--- src/rtl/signed_mult4_rr_scheduler_if.sv ---
// Operand/result bundle for the shared 4x4 signed multiplier scheduler.
// Requester i owns bit i of req_valid/req_ready and nibble [4i+3:4i] of req_a/req_b.
interface signed_mult4_rr_scheduler_if #(
  parameter int unsigned NUM_REQ = 4,
  parameter int unsigned CNT_W   = 16
);
  logic [NUM_REQ-1:0]   req_valid;
  logic [NUM_REQ-1:0]   req_ready;
  logic [4*NUM_REQ-1:0] req_a;
  logic [4*NUM_REQ-1:0] req_b;
  logic                 out_valid;
  logic                 out_ready;
  logic [7:0]           out_product;
  logic [1:0]           out_id;
  logic [CNT_W-1:0]     op_count;

  modport master (
    output req_valid, req_a, req_b, out_ready,
    input  req_ready, out_valid, out_product, out_id, op_count
  );

  modport slave (
    input  req_valid, req_a, req_b, out_ready,
    output req_ready, out_valid, out_product, out_id, op_count
  );
endinterface

--- src/rtl/signed_mult4_rr_scheduler.sv ---
// Round-robin scheduler time-multiplexing one 4x4 signed array multiplier over
// four requesters, with a single registered, ID-tagged result slot.
module signed_mult4_rr_scheduler #(
  parameter int unsigned NUM_REQ = 4,
  parameter int unsigned CNT_W   = 16
) (
  input logic                        clk,
  input logic                        rst,
  signed_mult4_rr_scheduler_if.slave bus
);

  typedef enum logic {StEmpty, StFull} state_e;

  state_e           state_q, state_d;
  logic [1:0]       ptr_q, ptr_d;
  logic [7:0]       product_q, product_d;
  logic [1:0]       id_q, id_d;
  logic [CNT_W-1:0] cnt_q, cnt_d;

  logic             grant_any;
  logic [1:0]       grant_id;
  logic [1:0]       scan_idx;
  logic             can_accept;
  logic [3:0]       ready;
  logic             xfer;
  logic [3:0]       op_a, op_b;
  logic [7:0]       a_ext, acc;

  // Search from the pointer; 2-bit index wraps naturally modulo four requesters.
  always_comb begin
    grant_any = 1'b0;
    grant_id  = ptr_q;
    scan_idx  = ptr_q;
    for (int unsigned k = 0; k < 4; k++) begin
      scan_idx = ptr_q + 2'(k);
      if (!grant_any && bus.req_valid[scan_idx]) begin
        grant_any = 1'b1;
        grant_id  = scan_idx;
      end
    end
  end

  // A draining result frees the slot in the same cycle.
  assign can_accept    = (state_q == StEmpty) || bus.out_ready;
  assign ready         = (!rst && can_accept && grant_any) ? (4'b0001 << grant_id) : 4'b0000;
  assign xfer          = |ready;
  assign bus.req_ready = ready;

  assign op_a = bus.req_a[{grant_id, 2'b00} +: 4];
  assign op_b = bus.req_b[{grant_id, 2'b00} +: 4];

  // Shift-add array: rows 0..2 add, the sign row of B subtracts (two's complement weight -8).
  always_comb begin
    a_ext = {{4{op_a[3]}}, op_a};
    acc   = 8'h00;
    for (int unsigned i = 0; i < 3; i++) begin
      if (op_b[i]) begin
        acc = acc + (a_ext << i);
      end
    end
    if (op_b[3]) begin
      acc = acc - (a_ext << 3);
    end
  end

  always_comb begin
    state_d   = state_q;
    ptr_d     = ptr_q;
    product_d = product_q;
    id_d      = id_q;
    cnt_d     = cnt_q;
    if (xfer) begin
      state_d   = StFull;
      product_d = acc;
      id_d      = grant_id;
      ptr_d     = grant_id + 2'd1;
      cnt_d     = cnt_q + CNT_W'(1);
    end else begin
      unique case (state_q)
        StFull:  if (bus.out_ready) state_d = StEmpty;
        default: state_d = state_q;
      endcase
    end
  end

  always_ff @(posedge clk) begin
    if (rst) begin
      state_q   <= StEmpty;
      ptr_q     <= 2'd0;
      product_q <= 8'h00;
      id_q      <= 2'd0;
      cnt_q     <= '0;
    end else begin
      state_q   <= state_d;
      ptr_q     <= ptr_d;
      product_q <= product_d;
      id_q      <= id_d;
      cnt_q     <= cnt_d;
    end
  end

  assign bus.out_valid   = (state_q == StFull);
  assign bus.out_product = product_q;
  assign bus.out_id      = id_q;
  assign bus.op_count    = cnt_q;

endmodule

--- src/flat_wrapper.sv ---
// flat-port wrapper written by rule: the top's interface ports become plain ports
module signed_mult4_rr_scheduler_flat 
#(
  parameter int unsigned NUM_REQ = 4,
  parameter int unsigned CNT_W   = 16
)
  (clk, rst, bus_req_valid, bus_req_a, bus_req_b, bus_out_ready, bus_req_ready, bus_out_valid, bus_out_product, bus_out_id, bus_op_count);
  signed_mult4_rr_scheduler_if #(.NUM_REQ(NUM_REQ), .CNT_W(CNT_W)) bus_i ();
  input logic clk;
  input logic rst;
  input wire logic [$bits(bus_i.req_valid)-1:0] bus_req_valid;
  input wire logic [$bits(bus_i.req_a)-1:0] bus_req_a;
  input wire logic [$bits(bus_i.req_b)-1:0] bus_req_b;
  input wire logic [$bits(bus_i.out_ready)-1:0] bus_out_ready;
  output wire logic [$bits(bus_i.req_ready)-1:0] bus_req_ready;
  output wire logic [$bits(bus_i.out_valid)-1:0] bus_out_valid;
  output wire logic [$bits(bus_i.out_product)-1:0] bus_out_product;
  output wire logic [$bits(bus_i.out_id)-1:0] bus_out_id;
  output wire logic [$bits(bus_i.op_count)-1:0] bus_op_count;
  assign bus_i.req_valid = bus_req_valid;
  assign bus_i.req_a = bus_req_a;
  assign bus_i.req_b = bus_req_b;
  assign bus_i.out_ready = bus_out_ready;
  assign bus_req_ready = bus_i.req_ready;
  assign bus_out_valid = bus_i.out_valid;
  assign bus_out_product = bus_i.out_product;
  assign bus_out_id = bus_i.out_id;
  assign bus_op_count = bus_i.op_count;
  signed_mult4_rr_scheduler #(.NUM_REQ(NUM_REQ), .CNT_W(CNT_W)) u_core (.clk(clk), .rst(rst), .bus(bus_i));
endmodule
--- config.mk ---
export PLATFORM = sky130hd
export DESIGN_NAME = signed_mult4_rr_scheduler_flat
export DESIGN_NICKNAME = d
export VERILOG_FILES = /design/src/rtl/signed_mult4_rr_scheduler_if.sv /design/src/rtl/signed_mult4_rr_scheduler.sv /design/src/flat_wrapper.sv
export SDC_FILE = /design/constraint.sdc
export NUM_CORES = 1
export LEC_CHECK = 0
export BUFFER_PORTS_ARGS = -buffer_cell sky130_fd_sc_hd__buf_2
export CORE_MARGIN = 2
export CORE_UTILIZATION = 52
export DETAILED_ROUTE_END_ITERATION = 7
export GPL_TIMING_DRIVEN = 0
export PLACE_DENSITY_LB_ADDON = 0.2
export SYNTH_ARGS = -nofsm -noshare
export SYNTH_HDL_FRONTEND = slang
export SYNTH_SLANG_ARGS = --single-unit
--- constraint.sdc ---
create_clock -name clk -period 6.6 [get_ports clk]
set_clock_uncertainty 0.2 [all_clocks]
set_input_delay 0.33 -clock clk [delete_from_list [all_inputs] [get_ports clk]]
set_output_delay 0.33 -clock clk [all_outputs]
set_load 0.01 [all_outputs]
==> run metrics <==
crit path max fanout 8; Post-CTS Setup Bufs 0; Hold Path Sink u_core.bus.out_valid$_SDFF_PP0_; vias after detailed routing 2212; Chip Width about 70 µm; critical path type flop to flop; Remaining DRCs 0; CP endpoint kind flop; largest net degree at the start of global routing 12; hold depth 3; Avg Cell Area, Syn 8.51 µm²; GPL Wtd Cong a little under 0.9; sequential cell area between 500 and 600 µm²; post-synthesis async set-or-reset flop share 0%; Post-layout nets 406; Routed wire per std cell ~14 µm; Starting Density between 50 and 60%; worst path arrival time roughly 6 ns; GRT Residual Overflow 0; dpl cell area around 2700 µm²; WHS 0.211 ns; # fillers between 300 and 400; core area ~4300 µm²; Slowest-stage cell, CP fa_1; post-layout min period 6.11 ns; worst slew pin tran 0.710 ns; # IOs 70; number of synthesized flops with an enable pin 0; die area approximately 5000 µm²; CTS HTree Levels 2; TritonCTS clock tree done; WL final 5600 µm; most frequent cells in the layout 70 x buf_2, 34 x nor2_1, 29 x dfxtp_1; crit share post-route 92.7%; Mapped Cells between 200 and 300; yosys warns 0; Mapped Nets 330; number of buffers created by CTS 5; number of global-route vias before repair approximately 2100; Worst Hold Class input port to flop; Slowest Stage Delay on Critical Path 0.44 ns; Final TNS setup 0 ns; Synth Register Bits 29; DRT Pass-1 Iters 4; RSZ-0062 raised after global routing no; Longest Clk Path Bufs 2; vias per inst about 5.5; GRT Util Overall roughly 23%; Multi-input gate area between 1500 and 2000 µm²; Peak supply drop roughly 240 µV; MaxCap Viol Count 0; Die Y roughly 71 µm; Leak roughly 1.3 nW; diode count 0; Critical Path Start Type flop; FF-to-FF setup slack just under 0.5 ns; clk slew on worst S/H paths 0.07 ns; post-synthesis cell type count 59; I/O Buffers 69; first-pass GRT wire length between 9000 and 10000 µm; Root Driver clkbuf_8; area of the mapped netlist about 2300 µm²; Max Freq ~0.16 GHz; top_reg_cell synth dfxtp_1; CP bufs+invs 4; Final ANT Viol Nets 0; Area growth syn-to-layout 22.5%; number of DRC markers in iteration 0 between 150 and 200; Worst path top cell family by delay compound AO/OA/AOI/OAI gates; Finished Cell Area 2840 µm²; HP Start bus_out_ready; Slew Limit Fails 0; FP Rows 24; Slew HR approximately 52%; reg2reg end u_core.bus.out_product[7]$_SDFFE_PP0P_; Clock Latency Late Sink 0.28 ns; Seq/Total Area, Yosys around a quarter; WP data required 6.57 ns; initial antenna violation count 0; layout cells sized above 1 30.9%; pwr/cell area between 300 and 400 nW/µm²; Final Setup Violations 0; outcome completed; final hold vios 0; r2r startpoint u_core.ptr_q[0]$_SDFFE_PP0P_; CTS Sinks 29; R2R cell count 28; most common cell after layout, fill and taps aside buf_2; post-DP HPWL around 4300 µm
[report_power, final]
group	internal, mW	switching (mW)	total, mW
clock	0.0941	0.0674	0.161
combinational	0.282	0.345	0.627
sequential	0.198	0.0157	0.213
[worst min-delay path: stages]
cell and delay (ns):
buf_2 0.07, nor2b_1 0.04, o21ba_2 0.20
[worst max path at each step]
stage / slack, ns / start / depth (start not counted) / to
final: 0.49 / u_core.ptr_q[0]$_SDFFE_PP0P_ / 28 / u_core.bus.out_product[7]$_SDFFE_PP0P_
after global routing: 0.04 / u_core.ptr_q[0]$_SDFFE_PP0P_ / 28 / u_core.bus.out_product[7]$_SDFFE_PP0P_
after CTS: 0.36 / u_core.ptr_q[0]$_SDFFE_PP0P_ / 28 / u_core.bus.out_product[7]$_SDFFE_PP0P_
after detailed placement: 0.26 / bus_req_valid[2] / 29 / u_core.bus.out_product[7]$_SDFFE_PP0P_
after global placement: 0.27 / bus_req_valid[2] / 29 / u_core.bus.out_product[7]$_SDFFE_PP0P_
after floorplan: 1.02 / bus_req_valid[0] / 28 / u_core.bus.out_product[7]$_SDFFE_PP0P_
[state kept, by name, indices dropped and copies added (netlist names)]
signal                  count
u_core.bus.op_count        16
u_core.bus.out_product      8
u_core.bus.out_id           2
u_core.ptr_q                2
u_core.bus.out_valid        1
[metal layers]
metal / vias up / wire length (µm) / GRT usage (%)
met5: - / 0 / 0
met4: 0 / 38 / 4.19
met3: 6 / 175 / 3.42
met2: 43 / 2850 / 40.9
met1: 1043 / 2540 / 29.6
li1: 1120 / - / -
[Yosys cell counts (all sizes together) (2+ instances only)]
master	instances	area (µm²)
nor2	34	128
dfxtp	29	581
nand2	23	86.3
a21oi	16	95.1
ha	16	200
mux2i	13	163
xor2	11	96.3
a211oi	8	80.1
inv	8	32.5
nand3	8	40.0
xnor2	8	70.1
and2	7	43.8
clkbuf	7	26.3
nor2b	7	43.8
nor3	7	35.0
mux2	6	67.6
o21ai	6	33.8
a21o	5	38.8
and4	5	43.8
buf	4	38.8
nand2b	4	25.0
and3	3	18.8
fa	3	60.1
nand4	3	18.8
o21a	3	22.5
or2	3	18.8
a211o	2	17.5
a31oi	2	12.5
nor4	2	12.5
o311ai	2	17.5
or3	2	12.5
[logic make-up after synthesis]
family                   share of synthesized area (%)
multiplexers                                      9.95
AND/OR/NAND/NOR                                   23.5
adder cells (fa/ha/maj)                           11.2
AO/OA/AOI/OAI                                     18.5
buffers and inverters                             4.59
flip-flops                                        25.1
XOR/XNOR                                          7.19
[final cells by class]
| cell class | count | area share (%) |
|---|---|---|
| Timing Repair Buffer | 69 | 12.2 |
| Multi-Input combinational cell | 223 | 57.7 |
| Buffer | 11 | 2.29 |
| Clock buffer | 7 | 3.40 |
| Clock inverter | 1 | 0.176 |
| Sequential cell | 29 | 20.5 |
| Tap cell | 52 | 2.29 |
| Inverter | 9 | 1.46 |
[stage by stage]
stage / instances / total power, mW / worst slack (ns) / util [%]
finish: 401 / 1.00 / 0.485 / 65.6
global route: 401 / 1.09 / 0.0363 / 65.6
CTS: 401 / 0.989 / 0.358 / 65.4
detailed placement: 393 / 0.822 / 0.264 / 63.0
global placement: 393 / 0.811 / 0.271 / 63.0
floorplan: 272 / 0.693 / 1.02 / -
[what timing repair did]
| item | CTS | global route |
|---|---|---|
| hold buffers | 0 | 0 |
| resized for setup | 0 | 2 |
| setup endpoints to repair | 0 | 1 |
(Power assumes the default switching activity.)
